[src/rtl/j1_boot_loader.sv]
// j1_boot_loader: boot sequencer for the J1 core.
// Holds the CPU in reset, receives a framed firmware image as a byte stream,
// packs it into 16-bit words written to code/data RAM, and releases the CPU
// only once the trailing checksum matches. A reload pulse in RUN returns to
// load mode.
//
// Frame: N_lo, N_hi, 2N data bytes (low byte first per word), checksum byte
// (8-bit sum of the data bytes only).
//
// Ports:
//   clk, reset          clock and synchronous active-high reset
//   in_data/in_valid    byte stream input
//   in_ready            loader accepts a byte this cycle
//   reload              request to re-enter load mode (RUN only)
//   mem_we/addr/wdata   RAM write port, one-cycle strobe
//   cpu_reset           active-high reset to the J1 core
//   done                image loaded and CPU running
//   error               sticky frame-error flag
//   words_loaded        words written in the current or last frame
//
// state   | meaning
// IDLE    | waiting for N_lo
// HDR_HI  | waiting for N_hi, capacity check
// DATA_LO | waiting for low byte of next word
// DATA_HI | waiting for high byte, write issued next cycle
// CSUM    | waiting for checksum byte
// RUN     | CPU released
// ERR     | one-cycle frame error, then IDLE
module j1_boot_loader #(
  parameter int ADDR_W  = 13,
  parameter int TIMEOUT = 100000
) (
  input  logic              clk,
  input  logic              reset,
  input  logic [7:0]        in_data,
  input  logic              in_valid,
  output logic              in_ready,
  input  logic              reload,
  output logic              mem_we,
  output logic [ADDR_W-1:0] mem_addr,
  output logic [15:0]       mem_wdata,
  output logic              cpu_reset,
  output logic              done,
  output logic              error,
  output logic [ADDR_W:0]   words_loaded
);

  localparam int          WLW = ADDR_W + 1;
  localparam int          GW  = $clog2(TIMEOUT + 1);
  localparam logic [16:0] CAP = 17'(2 ** ADDR_W);

  typedef enum logic [2:0] {
    IDLE, HDR_HI, DATA_LO, DATA_HI, CSUM, RUN, ERR
  } state_t;

  state_t          state;
  logic [7:0]      n_lo;
  logic [7:0]      lo_byte;
  logic [7:0]      csum;
  logic [WLW-1:0]  n_words;
  logic [GW-1:0]   gap;
  logic            accept;
  logic            timeout_hit;
  logic [WLW-1:0]  wl_next;

  assign accept      = in_valid & in_ready;
  assign timeout_hit = (gap == GW'(TIMEOUT - 1)) && !accept;
  assign wl_next     = words_loaded + WLW'(1);

  always_ff @(posedge clk) begin
    if (reset) begin
      state        <= IDLE;
      in_ready     <= 1'b0;
      mem_we       <= 1'b0;
      mem_addr     <= '0;
      mem_wdata    <= '0;
      cpu_reset    <= 1'b1;
      done         <= 1'b0;
      error        <= 1'b0;
      words_loaded <= '0;
      csum         <= '0;
      n_lo         <= '0;
      lo_byte      <= '0;
      n_words      <= '0;
      gap          <= '0;
    end else begin
      mem_we <= 1'b0;

      // Gap counter only runs while a frame is in progress.
      if (accept)
        gap <= '0;
      else if (state inside {HDR_HI, DATA_LO, DATA_HI, CSUM})
        gap <= gap + GW'(1);

      case (state)
        IDLE: begin
          in_ready <= 1'b1;
          if (accept) begin
            n_lo         <= in_data;
            error        <= 1'b0;
            words_loaded <= '0;
            csum         <= '0;
            state        <= HDR_HI;
          end
        end

        HDR_HI: begin
          if (accept) begin
            if ({1'b0, in_data, n_lo} > CAP) begin
              state    <= ERR;
              error    <= 1'b1;
              in_ready <= 1'b0;
            end else begin
              // Capacity check above guarantees N fits in WLW bits.
              n_words <= WLW'({in_data, n_lo});
              state   <= ({in_data, n_lo} == 16'd0) ? CSUM : DATA_LO;
            end
          end else if (timeout_hit) begin
            state    <= ERR;
            error    <= 1'b1;
            in_ready <= 1'b0;
          end
        end

        DATA_LO: begin
          if (accept) begin
            lo_byte <= in_data;
            csum    <= csum + in_data;
            state   <= DATA_HI;
          end else if (timeout_hit) begin
            state    <= ERR;
            error    <= 1'b1;
            in_ready <= 1'b0;
          end
        end

        DATA_HI: begin
          if (accept) begin
            mem_we       <= 1'b1;
            mem_addr     <= words_loaded[ADDR_W-1:0];
            mem_wdata    <= {in_data, lo_byte};
            words_loaded <= wl_next;
            csum         <= csum + in_data;
            state        <= (wl_next == n_words) ? CSUM : DATA_LO;
          end else if (timeout_hit) begin
            state    <= ERR;
            error    <= 1'b1;
            in_ready <= 1'b0;
          end
        end

        CSUM: begin
          if (accept) begin
            in_ready <= 1'b0;
            if (in_data == csum) begin
              state     <= RUN;
              cpu_reset <= 1'b0;
              done      <= 1'b1;
            end else begin
              state <= ERR;
              error <= 1'b1;
            end
          end else if (timeout_hit) begin
            state    <= ERR;
            error    <= 1'b1;
            in_ready <= 1'b0;
          end
        end

        RUN: begin
          in_ready <= 1'b0;
          if (reload) begin
            state     <= IDLE;
            cpu_reset <= 1'b1;
            done      <= 1'b0;
            in_ready  <= 1'b1;
          end
        end

        ERR: begin
          cpu_reset <= 1'b1;
          done      <= 1'b0;
          in_ready  <= 1'b1;
          state     <= IDLE;
        end

        default: begin
          state    <= IDLE;
          in_ready <= 1'b0;
        end
      endcase
    end
  end

endmodule

[config.mk]
export PLATFORM = sky130hd
export DESIGN_NAME = j1_boot_loader
export DESIGN_NICKNAME = d
export VERILOG_FILES = /design/src/rtl/j1_boot_loader.sv
export SDC_FILE = /design/constraint.sdc
export NUM_CORES = 1
export LEC_CHECK = 0
export CORE_ASPECT_RATIO = 1.5
export CORE_MARGIN = 2
export CORE_UTILIZATION = 40
export CTS_CLUSTER_DIAMETER = 200
export DETAILED_ROUTE_END_ITERATION = 7
export PLACE_DENSITY = 0.66
export SLEW_MARGIN = 20
export SYNTH_ARGS = -nofsm -noshare
export SYNTH_HDL_FRONTEND = slang
export SYNTH_SLANG_ARGS = --single-unit
[constraint.sdc]
create_clock -name clk -period 2.69 [get_ports clk]
set_input_delay 0.4035 -clock clk [delete_from_list [all_inputs] [get_ports clk]]
set_output_delay 0.4035 -clock clk [all_outputs]
set_load 0.05 [all_outputs]
# --- Yosys cells after proc, flatten, opt, wreduce, memory -nomap -nowiden ---
# Cells that the tools add are included.
totals:
  register_bits: 106
  latch_bits: 0
  mem_bits_rw: 0
  romBits: 0
  mem_count: 0
classes:
  addsub: 3
  mul: 0
  n_div: 0
  n_lt_le_gt_ge: 1
  eq_ne: 18
  n_shift: 0
  muxes: 42
  bitwise_logic: 3
  n_reduce_logical: 23
op_table:
  columns: ["cell", "n"]
  rows:
  - ["two-way mux 3 bit", 10]
  - ["two-way mux 14 bit", 2]
  - ["case mux 14 bit (2 select lines)", 1]
  - ["two-way mux 1 bit", 20]
  - ["case mux 3 bit (6 select lines)", 1]
  - ["adder 17 x 1 -> 17 bit, second input constant", 1]
  - ["== test 17 bit, second input constant", 1]
  - ["> comparator 16 x 14 -> 1 bit, second input constant", 1]
  - ["logical NOT 16 bit", 1]
  - ["two-way mux 8 bit", 2]
  - ["case mux 8 bit (2 select lines)", 1]
  - ["adder 14 x 1 -> 14 bit, second input constant", 1]
  - ["== test 14 bit", 1]
  - ["inequality test 2 bit, second input constant", 5]
  - ["AND reduction 2 bit", 5]
  - ["== test 3 bit, second input constant", 3]
  - ["AND reduction 3 bit", 3]
  - ["adder 8 bit", 1]
  - ["== test 8 bit", 1]
  - ["nonzero test 4 bit", 2]
  - ["OR reduction 2 bit", 4]
  - ["== test 3 x 2 -> 1 bit, second input constant", 2]
  - ["case mux 1 bit (3 select lines)", 2]
  - ["case mux 1 bit (5 select lines)", 1]
  - ["15 further kinds", 18]

# --- Logic depth before layout (Yosys ltp) ---
# Gate-level depths: netlist (run 1).
depth:
  depth_word: 6
  mapped_depth: 8
  depth_no_buf: 8

# --- Worst setup path before layout (run 1) ---
# No wires, ideal clock.
synth_timing:
  kind: "register to register"
  start: "register words_loaded[0]"
  end: "register state[2]"
  setup_ps: 57
  arrival_time_ps: 2240
  t_required_ps: 2633
  setup_slack_ps: 393
  stages_incl_launch_ff: 8
  period_less_slack_ps: 2297
  cell_sequence: "dfxtp_1 > buf_2 > nand4_1 > nor4_2 > xnor2_1 > o2111ai_1 > o41ai_1 > a21bo_1"
synth_via:
  elab_chain_len: 5
synth_lines:
  columns: ["element", "line_no", "rtl"]
  rows:
  - ["start: declaration", "45", "output logic [ADDR_W:0] words_loaded"]
  - ["start signal: assignment", "142", "words_loaded <= wl_next;"]
  - ["adder 14 x 1 -> 14 bit", "68", "assign wl_next = words_loaded + WLW'(1);"]
  - ["== test 14 bit", "144", "state <= (wl_next == n_words) ? CSUM : DATA_LO;"]
  - ["two-way mux 3 bit", "144", null]
  - ["two-way mux 3 bit", "138", "if (accept) begin"]
  - ["case mux 3 bit (6 select lines)", "95", "case (state)"]
  - ["end signal: assignment", "116", "state <= ({in_data, n_lo} == 16'd0) ? CSUM : DATA_LO;"]
  - ["end signal: assignment", "144", null]
  - ["end: declaration", "56", "state_t state;"]
# Every way passes these cells.
# A chain may end at the register's enable or synchronous reset.

# --- Worst setup path after layout (run 1) ---
# Ends and elaborated chain as after synthesis.

==> results.md, run 1 <==
* Outcome: completed
* Clock Latency Late Sink at 350 ps
* Worst path arrival time at roughly 2700 ps
* CP Data Required Time at 2990 ps
* Tmin final at 2390 ps
* Inserted Diodes at 0
* Post-synth ARST share at 0%
* Worst-Margin Slew at roughly 680 ps
* Worst Path Max Fanout at 7
* Starting DRC count in detailed routing at 310
* Slew Limit Headroom at 54.9%
* CP cell instances: ha_1 > and3_1 > a22oi_1 > nor4_1 > nand4_1 > o41ai_1 > a21bo_1
* Row Count at 50
* Hold Vio Cnt, Final at 0
* Crit. path cell count at 7
* Final ANT Viol Nets at 0
* Root buffer cell: clkbuf_16
* EDFF count, synth at 0
* Buf/Inv on CP at 0
* Max-cap violations at 0
* Static Leak at between 2 and 2.5 nW
* CP top delay family: simple AND/OR/NAND/NOR gates
* 1st-pass router iterations at 4
* Layout Skew at between 7 and 8 ps
* Final Cycle Share at between 80% and 90%
* Power Total at slightly above 3 mW
* Clk slew on worst S/H paths at 80 ps
* PnR worst setup slack at 296 ps
* NumNets Final at 724
* RSZ-0062 raised after global routing: no
* Largest net degree at the start of global routing at 48
* Post-route DRC at 0
* Power Dens Cells at between 400 and 500 nW/um2
* Syn Nets at 669
* Setup slack, reg-to-reg at 300 ps
* Core Footprint at 12600 um2
* DR vias/cell at between 5 and 6
* Avg WL per Cell at 15.3 um
* Final Max Tran Viols at 0
* Kind of critical path: reg -> reg
* Critical path startpoint category: register
* First-pass GRT wire length at roughly 22000 um
* Die X at 96.8 um
* Synth cell types at 64
* Finished Layout Cells at 863
* Worst Min Path Start: reset
* Final Wtd Congestion at 0.900
* Post-CTS Resized at 0
* Initial Utilization at 41.1%
* Worst Setup SP: words_loaded[0]$_SDFFE_PP0P_
* Hold Crit Class: in -> reg
* Total negative slack at 0 ps
* All-Layer GR Usage at 19.1%
* Cells after Synth at between 600 and 700
* Antenna violations before repair at 0
* Post-CTS Setup Inserts at 0
* Place WS at 113 ps
* Vias post-DR at 4691
* Die H at 143 um
* Worst R2R End: state[2]$_SDFFE_PP0P_
* Seq/Total Area, Yosys at 41.1%
* Reg2Reg Depth at 7
* Mapped Avg Cell Area at between 7 and 8 um2
* CTS tree: done
* Synthesized flop and latch total at 106
* Worst setup path end: state[2]$_SDFFE_PP0P_
* # setup viols final at 0
* Fmax at 0.418 GHz
* CTS max path bufs at 2
* Post-Route WL at about 13000 um
* Cts bufs inserted at 9
* Ys flop type: dfxtp_1
* Post-DP HPWL at 9540 um
* Clk sinks at 106
* Die area at 13900 um2
* H-tree depth at 3
* Post-Syn Area at a little over 5000 um2
* P&R area growth vs syn at 21.3%
* Gr ovfl total at 0
* FF-to-FF Start: words_loaded[0]$_SDFFE_PP0P_
* Share of layout cells above drive strength 1 at 8.35%
* Vias in the first global route at 4617
* YS warnings at 0
* CTS Hold Bufs at 0
* Port bufs at 59
* Largest stage delay, worst path at roughly 430 ps
* Critical path capture point type: register
* Ports at 60
* Peak VDD IR at 286 uV
* Post-placement cell count at approximately 850
* Worst path slowest cell: dfxtp_1
-- area by class of cell --
class / instances / area (um2)
Inverter: 10 / 37.5
Clock inverter: 7 / 67.6
Tap cell: 156 / 195
Clock buffer: 9 / 225
Fill cell: 1203 / 6310
Timing Repair Buffer: 87 / 808
Sequential cell: 106 / 2120
Multi-Input combinational cell: 488 / 2810
-- logic make-up (layout without fill, tap and decap cells) --
family | after synthesis | after routing | share of synthesized area (%)
compound gates | 145 | 145 | 16.7
xor+xnor | 38 | 38 | 6.58
fa+ha+maj | 10 | 10 | 2.57
buf+inv | 53 | 113 | 4.65
flops | 106 | 106 | 41.1
mux | 16 | 16 | 3.10
simple gates | 279 | 279 | 25.4
-- layer usage --
| layer | share of wire (%) | global-route usage, % | up-vias |
|---|---|---|---|
| met1 | 41 | 21.8 | 2207 |
| met2 | 52 | 34.6 | 107 |
| met4 | 3.0 | 9.41 | 0 |
| li1 | - | - | 2350 |
| met3 | 3.6 | 2.79 | 27 |
| met5 | 0 | 0 | - |
-- worst min path at each step --
stage / endpoint / slack (ps) / depth (start not counted)
global route: state[0]$_SDFFE_PP0P_ / 380 / 2
global placement: mem_wdata[7]$_SDFFE_PP0P_ / 440 / 2
detailed placement: mem_wdata[7]$_SDFFE_PP0P_ / 450 / 2
floorplan: mem_wdata[0]$_SDFFE_PP0P_ / 430 / 2
finish: in_ready$_SDFFE_PP0P_ / 350 / 2
CTS: in_ready$_SDFFE_PP0P_ / 350 / 2
-- placed cells by master, fill, tap and decap left out, types with 2 or more instances in the layout --
master,synthesis,layout
nand3b_1,3,3
and4_1,5,5
xor2_1,18,18
nand2b_1,8,8
nand4b_1,2,2
nand4_1,12,12
nor3_1,10,10
a21o_1,4,4
a22oi_1,6,6
nor4_1,8,8
xnor2_1,19,19
dfxtp_1,106,106
mux2i_1,16,16
a31oi_1,5,5
o21ai_0,14,14
and2_1,3,3
a21oi_1,79,79
o2111ai_1,2,2
or3_1,8,8
buf_4,0,27
clkdlybuf4s50_1,0,58
inv_6,0,3
or4_1,2,2
clkbuf_16,0,9
inv_1,7,7
inv_2,3,3
o31a_1,2,2
a211oi_1,2,2
nand3_1,13,13
o21bai_1,3,3
nand2_1,103,103
ha_1,9,9
and3_1,9,9
nor2b_1,2,2
nor2_1,81,79
nor2_2,1,3
a311oi_1,3,3
o21ai_1,11,11
-- sequential cells by signal, indices dropped and copies added (netlist names) --
register and flops:
done 1, mem_addr 13, mem_we 1, gap 17
error 1, mem_wdata 16, n_lo 8, lo_byte 8
in_ready 1, state 3, csum 8, cpu_reset 1
n_words 14, words_loaded 14
-- synth_stat cells (9+ instances only) --
library cell,count,area [um2]
dfxtp_1,106,2120
nand2_1,103,387
nor2_1,81,304
a21oi_1,79,395
clkbuf_1,29,109
xnor2_1,19,166
xor2_1,18,158
mux2i_1,16,160
o21ai_0,14,70.1
nand3_1,13,65.1
nand4_1,12,75.1
o21ai_1,11,55.1
nor3_1,10,50.1
and3_1,9,56.3
buf_2,9,45.0
ha_1,9,113
-- metrics by stage --
| stage | cell area [um2] | util, % | hold WS, ps |
|---|---|---|---|
| after floorplan | 5170 | - | 428 |
| after global placement | 5970 | 47.5 | 438 |
| after detailed placement | 5970 | 47.5 | 446 |
| after CTS | 6260 | 49.8 | 346 |
| after global routing | 6270 | 49.8 | 378 |
| final | 6270 | 49.8 | 352 |
-- where the power goes --
group	switching, mW	leakage [nW]	internal, mW
Clock	0.643	0.145	0.653
Combinational	0.145	1.23	0.0809
Sequential	0.0143	0.855	1.58
Total	0.801	2.23	2.32
No activity file was read; power rests on OpenSTA's default activity.
==> inputs of run 2 (changes only) <==
--- a/config.mk
+++ b/config.mk
@@ -5,12 +5,15 @@
 export SDC_FILE = /design/constraint.sdc
 export NUM_CORES = 1
 export LEC_CHECK = 0
+export CELL_PAD_IN_SITES_DETAIL_PLACEMENT = 1
+export CELL_PAD_IN_SITES_GLOBAL_PLACEMENT = 2
 export CORE_ASPECT_RATIO = 1.5
 export CORE_MARGIN = 2
-export CORE_UTILIZATION = 40
+export CORE_UTILIZATION = 37
 export CTS_CLUSTER_DIAMETER = 200
 export DETAILED_ROUTE_END_ITERATION = 7
-export PLACE_DENSITY = 0.66
+export DONT_BUFFER_PORTS = 1
+export PLACE_DENSITY = 0.84
 export SLEW_MARGIN = 20
 export SYNTH_ARGS = -nofsm -noshare
 export SYNTH_HDL_FRONTEND = slang
==> run 2 against run 1 <==
  * First-iteration DRC count fell by 42%
  * Clock power is 3% higher
  * Cell count shrank 6.6%
  * Non-clock buffer count shrank 63
  * Core utilization decreased by 8.2 points
  * Global-route usage rose by 1.5 points
  * Wire length increased by 13%
  * Worst setup slack gained 110 ps
  * Fmax grew 5.0%
  * Clock skew grew 3.4 ps
  * Die area increased by 7.8%
==> results.md, run 2 (same netlist as run 1, synthesis figures left out) <==
* Clk sinks at 106 (unchanged)
* Critical path capture point type: register (unchanged)
* Top reg by flops: gap (unchanged)
* Hold Crit Class: in -> reg (unchanged)
* CTS tree: done (unchanged)
* CTS Hold Bufs at 0 (unchanged)
* Critical path startpoint category: register (unchanged)
* Post-route DRC at 0 (unchanged)
* Hold Crit Depth at 1 (was 2)
* Post-CTS Setup Inserts at 0 (unchanged)
* Avg WL per Cell at 18.5 um (was 15.3 um)
* Largest net degree at the start of global routing at 95 (was 48)
* Hold endpoint: in_ready$_SDFFE_PP0P_ (unchanged)
* # setup viols final at 0 (unchanged)
* Post-Route WL at 14900 um (was 13200 um)
* Row Count at 52 (was 50)
* Post-CTS Resized at 0 (unchanged)
* Vias in the first global route at 4865 (was 4617)
* Most frequent cells in the layout: dfxtp_1, nand2_1, nor2_1 (was dfxtp_1, nand2_1, nor2_1, a21oi_1, clkdlybuf4s50_1)
* Final hold slack at 128 ps (was 352 ps)
* Layout Skew at 10.9 ps (was 7.43 ps)
* DR vias/cell at 5.63 (was 5.44)
* Clk slew on worst S/H paths at 80 ps (about the same)
* Die X at 101 um (was 96.8 um)
* Worst path slowest cell: dfxtp_1 (unchanged)
* Finished Layout Cells at 806 (was 863)
* Worst R2R End: state[2]$_SDFFE_PP0P_ (unchanged)
* Starting DRC count in detailed routing at 180 (was 310)
* All-Layer GR Usage at 20.6% (was 19.1%)
* Worst Path Max Fanout at 7 (unchanged)
* Total negative slack at 0 ps (unchanged)
* CTS max path bufs at 2 (unchanged)
* Power Dens Cells at 547 nW/um2 (was 497 nW/um2)
* Slew Limit Headroom at 25.7% (was 54.9%)
* Root buffer cell: clkbuf_16 (unchanged)
* Initial Utilization at 38.0% (was 41.1%)
* Final ANT Viol Nets at 0 (unchanged)
* Hold Vio Cnt, Final at 0 (unchanged)
* H-tree depth at 3 (unchanged)
* Antenna violations before repair at 0 (unchanged)
* Final Wtd Congestion at 0.851 (was 0.900)
* Top Registers: gap x17, mem_wdata x16 (unchanged)
* Final Cycle Share at 84.8% (was 89.0%)
* Cts bufs inserted at 9 (unchanged)
* FF-to-FF Start: words_loaded[1]$_SDFFE_PP0P_ (was words_loaded[0]$_SDFFE_PP0P_)
* Post-DP HPWL at 10600 um (was 9540 um)
* Post-placement cell count at 790 (was 847)
* Kind of critical path: reg -> reg (unchanged)
* Tmin final at 2280 ps (was 2390 ps)
* Inserted Diodes at 0 (unchanged)
* Worst path arrival time at 2580 ps (was 2690 ps)
* P&R area growth vs syn at 9.44% (was 21.3%)
* Reg2Reg Depth at 7 (unchanged)
* Vias post-DR at 4535 (was 4691)
* Fmax at 0.438 GHz (was 0.418 GHz)
* Setup slack, reg-to-reg at 410 ps (was 300 ps)
* 1st-pass router iterations at 5 (was 4)
* Final Max Tran Viols at 0 (unchanged)
* Max-cap violations at 0 (unchanged)
* Worst-Margin Slew at 1110 ps (was 676 ps)
* Worst Min Path Start: reset (unchanged)
* Outcome: completed (unchanged)
* Number of flip-flops in the largest register at 17 (unchanged)
* CP Data Required Time at 2990 ps (about the same)
* Share of layout cells above drive strength 1 at 8.23% (was 8.35%)
* Die area at 15000 um2 (was 13900 um2)
* Largest stage delay, worst path at 390 ps (was 430 ps)
* Die H at 149 um (was 143 um)
* First-pass GRT wire length at 24500 um (was 21700 um)
* Ports at 60 (unchanged)
* Commonest non-fill, non-tap cell in the layout: dfxtp_1 (unchanged)
* Clock Latency Late Sink at 360 ps (was 350 ps)
* Core Footprint at 13600 um2 (was 12600 um2)
* CP cell instances: ha_1 > and3_1 > a22oi_1 > nor4_1 > nand4_1 > o41ai_1 > a21bo_1 (unchanged)
* Port bufs at 0 (was 59)
* Peak VDD IR at 267 uV (was 286 uV)
* NumNets Final at 661 (was 724)
* Fillcell total at 1640 (was 1203)
* RSZ-0062 raised after global routing: no (unchanged)
* Gr ovfl total at 0 (unchanged)
* Static Leak at 2.00 nW (was 2.23 nW)
==> run 2: cell count changes in the layout (fill, tap and decap cells not counted), sizes merged <==
| cell | change |
|---|---|
| clkinvlp | +1 |
| buf | -5 |
| inv | -1 |
| clkdlybuf4s50 | -58 |
==> run 2: worst max path at each step <==
stage                                 startpoint                    end  slack [ps]  cells past startpoint
CTS                 words_loaded[1]$_SDFFE_PP0P_  state[2]$_SDFFE_PP0P_         420                      7
global placement    words_loaded[1]$_SDFFE_PP0P_  state[1]$_SDFFE_PP0P_         400                      7
finish              words_loaded[1]$_SDFFE_PP0P_  state[2]$_SDFFE_PP0P_         410                      7
detailed placement  words_loaded[1]$_SDFFE_PP0P_  state[2]$_SDFFE_PP0P_         340                      7
global route        words_loaded[3]$_SDFFE_PP0P_  state[1]$_SDFFE_PP0P_         290                      6
floorplan           words_loaded[0]$_SDFFE_PP0P_  state[2]$_SDFFE_PP0P_         390                      7
==> run 2: final cells by class <==
type | instances | area, um2 | area share (%)
clock buffers | 9 | 225 | 3.98
clock inverters | 7 | 80.1 | 1.42
inverters | 10 | 37.5 | 0.664
multi-input cells | 488 | 2810 | 49.7
flip-flops and latches | 106 | 2120 | 37.5
well taps | 162 | 203 | 3.58
repair buffers | 24 | 180 | 3.19
==> run 2: power by group <==
group | leakage (nW) | total [mW] | switching [mW] | internal, mW
Sequential | 0.855 | 1.60 | 0.0205 | 1.58
Combinational | 1.00 | 0.158 | 0.100 | 0.0570
Clock | 0.146 | 1.34 | 0.673 | 0.663
==> run 2: metal layers <==
| layer | up-vias | share of wire, % | global-route usage [%] |
|---|---|---|---|
| li1 | 2224 | - | - |
| met1 | 2210 | 41 | 23.2 |
| met2 | 76 | 53 | 37.8 |
| met3 | 25 | 3.6 | 4.22 |
| met4 | 0 | 2.5 | 7.33 |
| met5 | - | 0 | 0 |
==> run 2: metrics by stage <==
step | util (%) | total power [mW] | setup slack, ps | cell area [um2]
finish | 41.6 | 3.10 | 409 | 5660
global route | 41.6 | 3.22 | 290 | 5660
CTS | 41.6 | 3.13 | 417 | 5660
detailed placement | 39.4 | 1.80 | 344 | 5350
global placement | 39.4 | 1.79 | 404 | 5350
floorplan | - | 1.78 | 393 | 5170
==> run 2: worst max-delay path: cells and delay by family (launching register included) <==
family	cells	cell delay (ps)
compound gates	3	640
flops	1	390
simple gates	3	910
fa+ha+maj	1	290
==> inputs of run 3 (changes only) <==
==> constraint.sdc (replaced) <==
create_clock -name clk -period 2.38 [get_ports clk]
set_input_delay 0.357 -clock clk [delete_from_list [all_inputs] [get_ports clk]]
set_output_delay 0.357 -clock clk [all_outputs]
set_load 0.05 [all_outputs]
==> run 3 against run 2 <==
  * Sequential share of layout area fell by 0.43 points
  * Wire length shrank 1.2%
  * Largest cell class unchanged
  * Register-to-register slack lost 200 ps
  * Count of clock-buffer cells in the layout did not move
  * Global-route usage up 0.11 points
  * Worst setup slack worse by 200 ps
  * Power grew 14%
  * Combinational power up 11%
  * Non-clock buffer count up 6
  * Clock skew rose by 5.1 ps
  * Critical path type unchanged
  * Critical endpoint unchanged
  * Core utilization grew 0.49 points
  * Flip-flop and latch count unchanged
==> results.md, run 3 (same netlist as run 1, synthesis figures left out) <==
* Clk slew on worst S/H paths at 80 ps (about the same)
* DR vias/cell at 5.61 (was 5.63)
* Die H at 149 um (unchanged)
* Register area at 2120 um2 (unchanged)
* Slew Limit Headroom at 55.3% (was 25.7%)
* Post-DP HPWL at 10500 um (was 10600 um)
* Area of the multi-input gates at 2810 um2 (unchanged)
* Antenna violations before repair at 0 (unchanged)
* Port bufs at 0 (unchanged)
* Ports at 60 (unchanged)
* Starting DRC count in detailed routing at 154 (was 180)
* Kind of critical path: reg -> reg (unchanged)
* Top Registers: gap x17, mem_wdata x16 (unchanged)
* Fmax at 0.461 GHz (was 0.438 GHz)
* Worst-Margin Slew at 671 ps (was 1110 ps)
* Clk pwr share at 43.7% (was 43.1%)
* Worst Path Max Fanout at 6 (was 7)
* Inserted Diodes at 0 (unchanged)
* Final Cycle Share at 91.2% (was 84.8%)
* Critical path capture point type: register (unchanged)
* Initial Utilization at 38.0% (unchanged)
* Layout Skew at 16.0 ps (was 10.9 ps)
* Power Dens Cells at 617 nW/um2 (was 547 nW/um2)
* RSZ-0062 raised after global routing: no (unchanged)
* Final Max Tran Viols at 0 (unchanged)
* Gate power share at 5.0% (was 5.1%)
* Hold Vio Cnt, Final at 0 (unchanged)
* Psw at 0.920 mW (was 0.794 mW)
* Fillcell total at 1641 (was 1640)
* Internal Power at 2.61 mW (was 2.30 mW)
* CP top delay family: compound AO/OA/AOI/OAI gates (was simple AND/OR/NAND/NOR gates)
* Most frequent cells in the layout: dfxtp_1, nand2_1, nor2_1 (unchanged)
* H-tree depth at 3 (unchanged)
* Clock Latency Late Sink at 370 ps (was 360 ps)
* Max-cap violations at 0 (unchanged)
* Largest net degree at the start of global routing at 95 (unchanged)
* Vias post-DR at 4555 (was 4535)
* Final ANT Viol Nets at 0 (unchanged)
* Total negative slack at 0 ps (unchanged)
* Worst path arrival time at 2480 ps (was 2580 ps)
* Final hold slack at 67.9 ps (was 128 ps)
* Share of layout cells above drive strength 1 at 9.08% (was 8.23%)
* All-Layer GR Usage at 20.7% (was 20.6%)
* Vias in the first global route at 4841 (was 4865)
* CP cell instances: ha_1 > nand3_1 > nor3_2 > o211a_1 > o2111ai_1 > o41ai_1 > a21bo_1 (was ha_1 > and3_1 > a22oi_1 > nor4_1 > nand4_1 > o41ai_1 > a21bo_1)
* Die area at 15000 um2 (unchanged)
* CTS max path bufs at 2 (unchanged)
* Static Leak at 2.04 nW (was 2.00 nW)
* CTS tree: done (unchanged)
* Cts bufs inserted at 9 (unchanged)
* Tmin final at 2170 ps (was 2280 ps)
* Post-route DRC at 0 (unchanged)
* Critical path startpoint category: register (unchanged)
* CTS Hold Bufs at 0 (unchanged)
* Final Wtd Congestion at 0.844 (was 0.851)
* Core Footprint at 13600 um2 (unchanged)
* Avg WL per Cell at 18.1 um (was 18.5 um)
* Largest stage delay, worst path at 420 ps (was 390 ps)
* 1st-pass router iterations at 4 (was 5)
* Hold Crit Class: in -> reg (unchanged)
* Sw frac at 26.0% (was 25.6%)
* Root buffer cell: clkbuf_16 (unchanged)
* Commonest non-fill, non-tap cell in the layout: dfxtp_1 (unchanged)
* P&R area growth vs syn at 10.7% (was 9.44%)
* NumNets Final at 667 (was 661)
* Post-CTS Resized at 0 (unchanged)
* Worst path slowest cell: dfxtp_1 (unchanged)
* Gr ovfl total at 0 (unchanged)
* Buf/Inv on CP at 0 (unchanged)
* Register share of total power at 51.3% (was 51.8%)
* # setup viols final at 0 (unchanged)
* First-pass GRT wire length at 24500 um (about the same)
* Peak VDD IR at 306 uV (was 267 uV)
* Row Count at 52 (unchanged)
* Number of flip-flops in the largest register at 17 (unchanged)
* Outcome: completed (unchanged)
* Clk sinks at 106 (unchanged)
* Post-CTS Setup Inserts at 0 (unchanged)
* Die X at 101 um (unchanged)
* Top reg by flops: gap (unchanged)
* Post-Route WL at 14700 um (was 14900 um)
* CP Data Required Time at 2690 ps (was 2990 ps)
run 3: metrics by stage:
stage | setup WS (ps) | util [%] | power [mW] | instance area, um2 | cells
2_1_floorplan | 83.0 | - | 2.01 | 5170 | 647
3_3_place_gp | 319 | 39.8 | 2.02 | 5410 | 796
3_5_place_dp | 233 | 39.8 | 2.03 | 5410 | 796
4_1_cts | 208 | 42.1 | 3.58 | 5720 | 812
5_1_grt | 15.9 | 42.1 | 3.66 | 5720 | 812
6_report | 209 | 42.1 | 3.53 | 5720 | 812
run 3: cell type report:
class,count,area share [%]
clock buffers,9,3.94
multi-input cells,488,49.1
repair buffers,30,4.15
flip-flops and latches,106,37.1
well taps,162,3.54
clock inverters,7,1.55
inverters,10,0.656
run 3: layer usage:
layer,vias up,global-route usage (%),wire [um]
met4,0,7.05,344
met2,68,38.0,7870
met5,-,0,0
li1,2229,-,-
met1,2241,23.5,6000
met3,17,4.12,493
run 3: path summary, 6_finish.rpt:
check | startpoint | endpoint | slack [ps] | depth (start not counted)
setup reg to reg | words_loaded[1]$_SDFFE_PP0P_ | state[2]$_SDFFE_PP0P_ | 210 | 7
setup / recovery | words_loaded[1]$_SDFFE_PP0P_ | state[2]$_SDFFE_PP0P_ | 210 | 7
hold reg to reg | lo_byte[4]$_SDFFE_PP0P_ | mem_wdata[4]$_SDFFE_PP0P_ | 450 | 2
hold / removal | reset | in_ready$_SDFFE_PP0P_ | 70 | 1
run 3: power groups by stage:
stage	registers, mW	logic [mW]	clock network (mW)
after CTS	1.81	0.179	1.59
after global routing	1.81	0.198	1.65
after detailed placement	1.85	0.178	0
after global placement	1.85	0.173	0
final	1.81	0.176	1.54
after floorplan	1.85	0.161	0
